File: config.mk
export PLATFORM = sky130hd
export DESIGN_NAME = fetch_sequencer_flat
export DESIGN_NICKNAME = d
export VERILOG_FILES = /design/src/rtl/fetch_sequencer_if.sv /design/src/rtl/fetch_sequencer.sv /design/src/flat_wrapper.sv
export SDC_FILE = /design/constraint.sdc
export NUM_CORES = 1
export LEC_CHECK = 0
export CAP_MARGIN = 40
export CELL_PAD_IN_SITES_DETAIL_PLACEMENT = 0
export CELL_PAD_IN_SITES_GLOBAL_PLACEMENT = 2
export CORE_UTILIZATION = 22
export CTS_CLUSTER_DIAMETER = 60
export CTS_CLUSTER_SIZE = 8
export DETAILED_ROUTE_END_ITERATION = 10
export GPL_ROUTABILITY_DRIVEN = 1
export GPL_TIMING_DRIVEN = 0
export PLACE_DENSITY = 0.87
export RECOVER_POWER = 50
export SETUP_SLACK_MARGIN = 0.15
export SLEW_MARGIN = 20
export SYNTH_ARGS = -nofsm -noshare
export SYNTH_HDL_FRONTEND = slang
export SYNTH_SLANG_ARGS = --single-unit
File: constraint.sdc
create_clock -name clk -period 1.4 [get_ports clk]
set_input_delay 0.14 -clock clk [delete_from_list [all_inputs] [get_ports clk]]
set_output_delay 0.14 -clock clk [all_outputs]
set_load 0.005 [all_outputs]
File: src/rtl/fetch_sequencer_if.sv
// Bus bundle between the fetch sequencer and its PC / ROM / ALU neighbours.
// The sequencer uses the slave modport; the surrounding datapath uses master.
interface fetch_sequencer_if #(
  parameter int ADDR_W = 12
);
  // Handshake: exec_valid is a one-cycle strobe with no back-pressure; instr is
  // stable while it is high, and pc_en/pc_load take effect on the next clk edge.
  logic              run;
  logic [ADDR_W-1:0] pc_value;
  logic [7:0]        rom_data;
  logic              flag_c;
  logic              flag_z;
  logic              pc_en;
  logic              pc_load;
  logic [ADDR_W-1:0] pc_load_data;
  logic [7:0]        instr;
  logic              exec_valid;
  logic              halted;
  logic              stack_err;

  modport master (
    output run, pc_value, rom_data, flag_c, flag_z,
    input  pc_en, pc_load, pc_load_data, instr, exec_valid, halted, stack_err
  );

  modport slave (
    input  run, pc_value, rom_data, flag_c, flag_z,
    output pc_en, pc_load, pc_load_data, instr, exec_valid, halted, stack_err
  );
endinterface

File: src/rtl/fetch_sequencer.sv
// Fetch/execute control FSM driving PC enable/load and the instruction register.
// Optional return-address stack for CALL/RET is enabled with `define CALL_STACK_EN.
module fetch_sequencer #(
  parameter int         ADDR_W  = 12,
  parameter logic [3:0] OP_HALT = 4'h1,
  parameter logic [3:0] OP_JC   = 4'hD,
  parameter logic [3:0] OP_JZ   = 4'hE,
  parameter logic [3:0] OP_JMP  = 4'hF
`ifdef CALL_STACK_EN
  ,
  parameter logic [3:0] OP_CALL     = 4'hC,
  parameter logic [3:0] OP_RET      = 4'hB,
  parameter int         STACK_DEPTH = 4
`endif
) (
  input  logic                clk,
  input  logic                reset,
  fetch_sequencer_if.slave    bus,
  output logic [2:0]          state_o
);

  typedef enum logic [2:0] {
    S_IDLE   = 3'd0,
    S_FETCH  = 3'd1,
    S_FETCH2 = 3'd2,
    S_EXEC   = 3'd3,
    S_HALT   = 3'd4
  } state_t;

  state_t            state_q, state_d;
  logic [7:0]        instr_q, instr_d;
  logic [ADDR_W-1:0] target_q, target_d;
  logic [3:0]        op_w;
  logic              two_byte_w;

  assign op_w = instr_q[7:4];

`ifdef CALL_STACK_EN
  localparam int SP_W  = $clog2(STACK_DEPTH + 1);
  localparam int IDX_W = (STACK_DEPTH > 1) ? $clog2(STACK_DEPTH) : 1;
  localparam logic [SP_W-1:0] SP_FULL = SP_W'(STACK_DEPTH);

  logic [ADDR_W-1:0] stack_q [STACK_DEPTH];
  logic [SP_W-1:0]   sp_q, sp_d, top_w;
  logic              err_q, err_d, push_en;

  assign top_w         = sp_q - 1'b1;
  assign bus.stack_err = err_q;
  assign two_byte_w    = (bus.rom_data[7:4] == OP_JMP) || (bus.rom_data[7:4] == OP_JZ) ||
                         (bus.rom_data[7:4] == OP_JC)  || (bus.rom_data[7:4] == OP_CALL);
`else
  logic unused_pc_value;

  assign unused_pc_value = ^bus.pc_value;
  assign bus.stack_err   = 1'b0;
  assign two_byte_w      = (bus.rom_data[7:4] == OP_JMP) || (bus.rom_data[7:4] == OP_JZ) ||
                           (bus.rom_data[7:4] == OP_JC);
`endif

  always_comb begin
    state_d          = state_q;
    instr_d          = instr_q;
    target_d         = target_q;
    bus.pc_en        = 1'b0;
    bus.pc_load      = 1'b0;
    bus.pc_load_data = '0;
    bus.exec_valid   = 1'b0;
    bus.halted       = 1'b0;
`ifdef CALL_STACK_EN
    sp_d             = sp_q;
    err_d            = err_q;
    push_en          = 1'b0;
`endif
    case (state_q)
      S_IDLE: begin
        if (bus.run) state_d = S_FETCH;
      end
      S_FETCH: begin
        bus.pc_en = 1'b1;
        instr_d   = bus.rom_data;
        state_d   = two_byte_w ? S_FETCH2 : S_EXEC;
      end
      S_FETCH2: begin
        bus.pc_en = 1'b1;
        target_d  = ADDR_W'({instr_q[3:0], bus.rom_data});
        state_d   = S_EXEC;
      end
      S_EXEC: begin
        bus.exec_valid = 1'b1;
        if ((op_w == OP_JMP) || ((op_w == OP_JZ) && bus.flag_z) ||
            ((op_w == OP_JC) && bus.flag_c)) begin
          bus.pc_load      = 1'b1;
          bus.pc_load_data = target_q;
        end
`ifdef CALL_STACK_EN
        // A call on a full stack still jumps; only the return address is lost.
        else if (op_w == OP_CALL) begin
          bus.pc_load      = 1'b1;
          bus.pc_load_data = target_q;
          if (sp_q != SP_FULL) begin
            push_en = 1'b1;
            sp_d    = sp_q + 1'b1;
          end else begin
            err_d = 1'b1;
          end
        end else if (op_w == OP_RET) begin
          if (sp_q != '0) begin
            bus.pc_load      = 1'b1;
            bus.pc_load_data = stack_q[top_w[IDX_W-1:0]];
            sp_d             = top_w;
          end else begin
            err_d = 1'b1;
          end
        end
`endif
        if (op_w == OP_HALT) state_d = S_HALT;
        else if (bus.run)    state_d = S_FETCH;
        else                 state_d = S_IDLE;
      end
      S_HALT: begin
        bus.halted = 1'b1;
      end
      default: state_d = S_IDLE;
    endcase
  end

  always_ff @(posedge clk or posedge reset) begin
    if (reset) begin
      state_q  <= S_IDLE;
      instr_q  <= 8'h00;
      target_q <= '0;
    end else begin
      state_q  <= state_d;
      instr_q  <= instr_d;
      target_q <= target_d;
    end
  end

`ifdef CALL_STACK_EN
  always_ff @(posedge clk or posedge reset) begin
    if (reset) begin
      sp_q  <= '0;
      err_q <= 1'b0;
    end else begin
      sp_q  <= sp_d;
      err_q <= err_d;
    end
  end

  // Return address is the PC after both call bytes, already on pc_value in EXEC.
  always_ff @(posedge clk) begin
    if (push_en) stack_q[sp_q[IDX_W-1:0]] <= bus.pc_value;
  end
`endif

  assign bus.instr = instr_q;
  assign state_o   = state_q;

endmodule

File: src/flat_wrapper.sv
// flat-port wrapper written by rule: the top's interface ports become plain ports
module fetch_sequencer_flat 
#(
  parameter int         ADDR_W  = 12,
  parameter logic [3:0] OP_HALT = 4'h1,
  parameter logic [3:0] OP_JC   = 4'hD,
  parameter logic [3:0] OP_JZ   = 4'hE,
  parameter logic [3:0] OP_JMP  = 4'hF

)
  (clk, reset, state_o, bus_run, bus_pc_value, bus_rom_data, bus_flag_c, bus_flag_z, bus_pc_en, bus_pc_load, bus_pc_load_data, bus_instr, bus_exec_valid, bus_halted, bus_stack_err);
  fetch_sequencer_if #(.ADDR_W(ADDR_W)) bus_i ();
  input  logic clk;
  input  logic reset;
  output logic [2:0] state_o;
  input wire logic [$bits(bus_i.run)-1:0] bus_run;
  input wire logic [$bits(bus_i.pc_value)-1:0] bus_pc_value;
  input wire logic [$bits(bus_i.rom_data)-1:0] bus_rom_data;
  input wire logic [$bits(bus_i.flag_c)-1:0] bus_flag_c;
  input wire logic [$bits(bus_i.flag_z)-1:0] bus_flag_z;
  output wire logic [$bits(bus_i.pc_en)-1:0] bus_pc_en;
  output wire logic [$bits(bus_i.pc_load)-1:0] bus_pc_load;
  output wire logic [$bits(bus_i.pc_load_data)-1:0] bus_pc_load_data;
  output wire logic [$bits(bus_i.instr)-1:0] bus_instr;
  output wire logic [$bits(bus_i.exec_valid)-1:0] bus_exec_valid;
  output wire logic [$bits(bus_i.halted)-1:0] bus_halted;
  output wire logic [$bits(bus_i.stack_err)-1:0] bus_stack_err;
  assign bus_i.run = bus_run;
  assign bus_i.pc_value = bus_pc_value;
  assign bus_i.rom_data = bus_rom_data;
  assign bus_i.flag_c = bus_flag_c;
  assign bus_i.flag_z = bus_flag_z;
  assign bus_pc_en = bus_i.pc_en;
  assign bus_pc_load = bus_i.pc_load;
  assign bus_pc_load_data = bus_i.pc_load_data;
  assign bus_instr = bus_i.instr;
  assign bus_exec_valid = bus_i.exec_valid;
  assign bus_halted = bus_i.halted;
  assign bus_stack_err = bus_i.stack_err;
  fetch_sequencer #(.ADDR_W(ADDR_W), .OP_HALT(OP_HALT), .OP_JC(OP_JC), .OP_JZ(OP_JZ), .OP_JMP(OP_JMP)) u_core (.clk(clk), .reset(reset), .bus(bus_i), .state_o(state_o));
endmodule
# Word-level counts from Yosys, hierarchy flattened
# Cells that the tools add are included.
# totals
output_inout_bits,28
ff_bits,23
input_bits,25
wordCells,37
# op_classes
eq_ne,12
n_reduce_logical,9
bitwise,1
mux,12
# op_table
operator,n
"4-bit equality test, second input constant",6
12-bit two-way mux,2
3-bit case mux with 5 select lines,1
1-bit two-way mux,7
"3-bit by 2-bit equality test with 1-bit output, second input constant",2
3-bit two-way mux,2
"4-bit by 1-bit equality test with 1-bit output, second input constant",1
1-bit logical OR,4
"3-bit by 1-bit equality test with 1-bit output, second input constant",1
"3-bit equality test, second input constant",1
3-bit zero test,1
1-bit logical AND,2
"2-bit != test, second input constant",1
2-bit AND reduction,1
2-bit OR reduction,1
1-bit inverter,1

# Logic depth before layout (Yosys ltp)
# logic_depth
ltp_word,6
ltp_mapped,4
mapped_depth_nobuf,3

# Worst setup path after synthesis
# No wires, ideal clock.
# synth_path
path_kind,reg-to-reg
start,"reg u_core.state_q[1], in the netlist u_core.state_o[1]"
end,reg u_core.target_q[0]
stages_incl_launch_ff,4
arrival_time_ns,1.278
synth_period_minus_slack_ns,1.403
path_slack_ns,-0.003
path_buffers,1
t_required_ns,1.275
setup_ns,0.125
path_cell_list,dfrtp_1 -> nor3b_4 -> buf_6 -> mux2_2
# synth_between
elab_chain_cells,1
# synth_lines
element,line_no,rtl
from (decl),fetch_sequencer.sv:30,"state_t state_q, state_d;"
from (signal assigned),fetch_sequencer.sv:133,state_q <= state_d;
3-bit by 2-bit equality test with 1-bit output,fetch_sequencer.sv:74,case (state_q)
to (signal assigned),fetch_sequencer.sv:135,target_q <= target_d;
to (decl),fetch_sequencer.sv:32,"logic [ADDR_W-1:0] target_q, target_d;"
# Every way passes these cells.
# A chain may end at the register's enable or synchronous reset.

# Worst setup path in the final report
# layout_path
start,"reg u_core.state_q[2], in the netlist u_core.state_o[2]"
end,out bus_pc_load_data[5]
# layout_between
elab_chain_cells,2
# layout_lines
element,line_no,rtl
3-bit by 2-bit equality test with 1-bit output,fetch_sequencer.sv:74,
12-bit two-way mux,fetch_sequencer.sv:74,
to (decl),flat_wrapper.sv:23,output wire logic [$bits(bus_i.pc_load_data)-1:0] bus_pc_load_data;
# Every way passes these cells.

==> impl_metrics.toml <==
[cts]
cts_root_buffer = "clkbuf_8"
path_clk_slew_ns = 0.09
holdBufCountCts = 0
cts_buffers = 3
cts_tree = "yes"
insertion_delay_ns = 0.26
cts.path.max_buffers = 2
cts_sinks = 23
htreeDepth = 1

[synthesis]
ys_ff_latch = 23
syn_nets = 102
syn_area_sq_mm = 0.00105
synth_warnings = 0
synth_top_area_share = 0.547
synthTopCellsByArea = "dfrtp_1 (55%), mux2_2 (21%), and2_1 (7.1%)"
syn_inst = 77
yosysTopAreaCell = "dfrtp_1"
seq_area_frac_synth = 0.547
synth.avg_cell_area_sq_um = 13.7
synthDistinctLibCells = 18

[floorplan]
core-area_sq_mm = 0.00447
fp.dieW_um = 71.2
die_h_um = 71.2
num_io_pins = 53
row_count = 24
start_util = 0.235
dieArea_sq_mm = 0.00506

[critical_path]
crit_path_max_fanout = 4
crit_type = "reg -> out"
cp-end-kind = "output pin"
reg2reg_from = "u_core.state_o[1]$_DFFE_PP0P_"
worstPathArrival_ns = 1.73
critPathLaunch = "u_core.state_o[2]$_DFFE_PP0P_"
crit_required_ns = 1.26
start_kind = "register"

[pwr]
swShare = 0.304
p_comb_frac = 0.646
vdd_ir_drop_max_uv = 665
power_leakage_nw = 1.02
power_density_mw_per_mm2 = 2190
p_switching_w = 0.00139
p_seq_frac = 0.264
clkPwrFrac = 0.090
internal-power_w = 0.00318

[sta]
fin_skew_ns = 0.00348
holdWs_ns = 0.247
layout_setup_ws_ns = -0.468
setup_viol = 38
hold_viol = 0
finalSetupTns_ns = -10.41
period_needed_ns = 1.87
slew_violations = 0
fin_crit_sh = 1.33
fmax_ghz = 0.535
rsz0062_at_grt = "true"

[finish]
layout_commonest_cell = "buf_6"
stdcell_count = 215
area_delta_synth_final_pct = 98.5
mostFrequentLayoutCells = "buf_6 (38), mux2_4 (20), dfrtp_1 (20)"
final_cell_area_sq_mm = 0.00209
drive_gt1_frac = 0.663
diodes = 0
nets = 189

[hold_path]
min_path_type = "in -> async"

[detailed_routing]
drtIter0Drc = 47
post_drt_wl_per_cell_um = 15.9
postRouteWirelength_um = 3420
drc = 6
postRouteAntennaNets = 0
vias_per_cell = 4.38
vias = 942
dr.pass1.iters = 7

[place]
place_inst = 169
portBuffers = 39
place_ws_ns = -0.661
gp_congestion = 0.682
place_area_sq_mm = 0.00153

[global_route]
antenna_found_initial = 0
grt_pass1_wl_um = 5220
overflow = 0
grtUsageTotal = 0.135
grt_pass1_vias = 1007
grt_max_degree = 17

[run_status]
violations = "design-rule violations, negative setup slack"
status = "finished, violations left"

[job]
max_cap_viol_count = 0
==> kinds of logic (layout without fill, tap and decap cells) <==
family	count (synthesis)	in the layout	share of synthesized area
other	1	1	0.00356
AO/OA/AOI/OAI	6	6	0.0392
AND/OR/NAND/NOR	22	22	0.164
buffers and inverters	5	91	0.0321
multiplexers	20	20	0.214
flip-flops	23	23	0.547
==> layer usage <==
layer / up-vias / wire length (um) / global-route usage
met1: 472 / 1520 / 0.178
met5: - / 0 / 0
met4: 0 / 0 / 0.0200
met3: 0 / 207 / 0.0271
met2: 32 / 1690 / 0.232
li1: 438 / - / -
==> sequential cells by signal (all words and copies together), names as in the netlist <==
register,cells
u_core.bus.instr,8
u_core.state_o,3
u_core.target_q,12
==> what timing repair did <==
item / CTS / global route
setup buffers: 31 / 8
hold endpoints to repair: 0 / 0
cloned: 3 / 0
gates resized for setup: 143 / 15
setup endpoints to repair: 49 / 44
pin swaps: 15 / 3
==> synth_stat cells, drive strengths merged <==
| cell | n |
|---|---|
| o21bai | 2 |
| a21oi | 1 |
| nor3 | 1 |
| inv | 2 |
| conb | 1 |
| or4b | 1 |
| nand3b | 2 |
| o211ai | 2 |
| nand3 | 1 |
| or2 | 2 |
| buf | 3 |
| a31oi | 1 |
| and2 | 12 |
| nor3b | 3 |
| dfrtp | 23 |
| mux2 | 20 |
==> path summary, 6_finish.rpt <==
check	to	slack, ns	depth (start not counted)
max	bus_pc_load_data[5]	-0.47	6
min	u_core.target_q[4]$_DFFE_PP0N_	0.25	2
max reg2reg	u_core.bus.instr[6]$_DFFE_PP0P_	-0.25	6
min reg2reg	u_core.target_q[8]$_DFFE_PP0N_	0.52	1
max in group asynchronous	u_core.state_o[1]$_DFFE_PP0P_	0.45	3
min in group clk	u_core.target_q[8]$_DFFE_PP0N_	0.52	1
==> area by class of cell <==
cell class	instances	area (sq um)
sequential	23	579
multi-input combinational	49	571
buffer	3	30.0
inverter	2	7.51
clock inverter	1	5.00
tap	52	65.1
fill	386	2390
timing repair buffer	82	790
clock buffer	3	41.3
==> metrics by stage <==
stage | util | power [W]
2_1_floorplan | - | 0.00203
3_3_place_gp | 0.338 | 0.00266
3_5_place_dp | 0.342 | 0.00273
4_1_cts | 0.445 | 0.00430
5_1_grt | 0.467 | 0.00482
6_report | 0.467 | 0.00457
==> power groups by stage <==
stage          sequential [W]  clock [W]  combinational [W]
3_5_place_dp          0.00129          0            0.00144
5_1_grt               0.00124   0.000455            0.00312
4_1_cts               0.00119   0.000422            0.00269
3_3_place_gp          0.00127          0            0.00139
2_1_floorplan         0.00124          0           0.000796
6_report              0.00121   0.000413            0.00295
==> worst max-delay path, stage by stage, from the launching register on <==
cell	delay, ns
dfrtp_2	0.42
nand3b_1	0.25
nor3_4	0.26
buf_2	0.20
buf_4	0.11
and2_1	0.11
buf_2	0.11
Power figures use the tool's default switching activity.
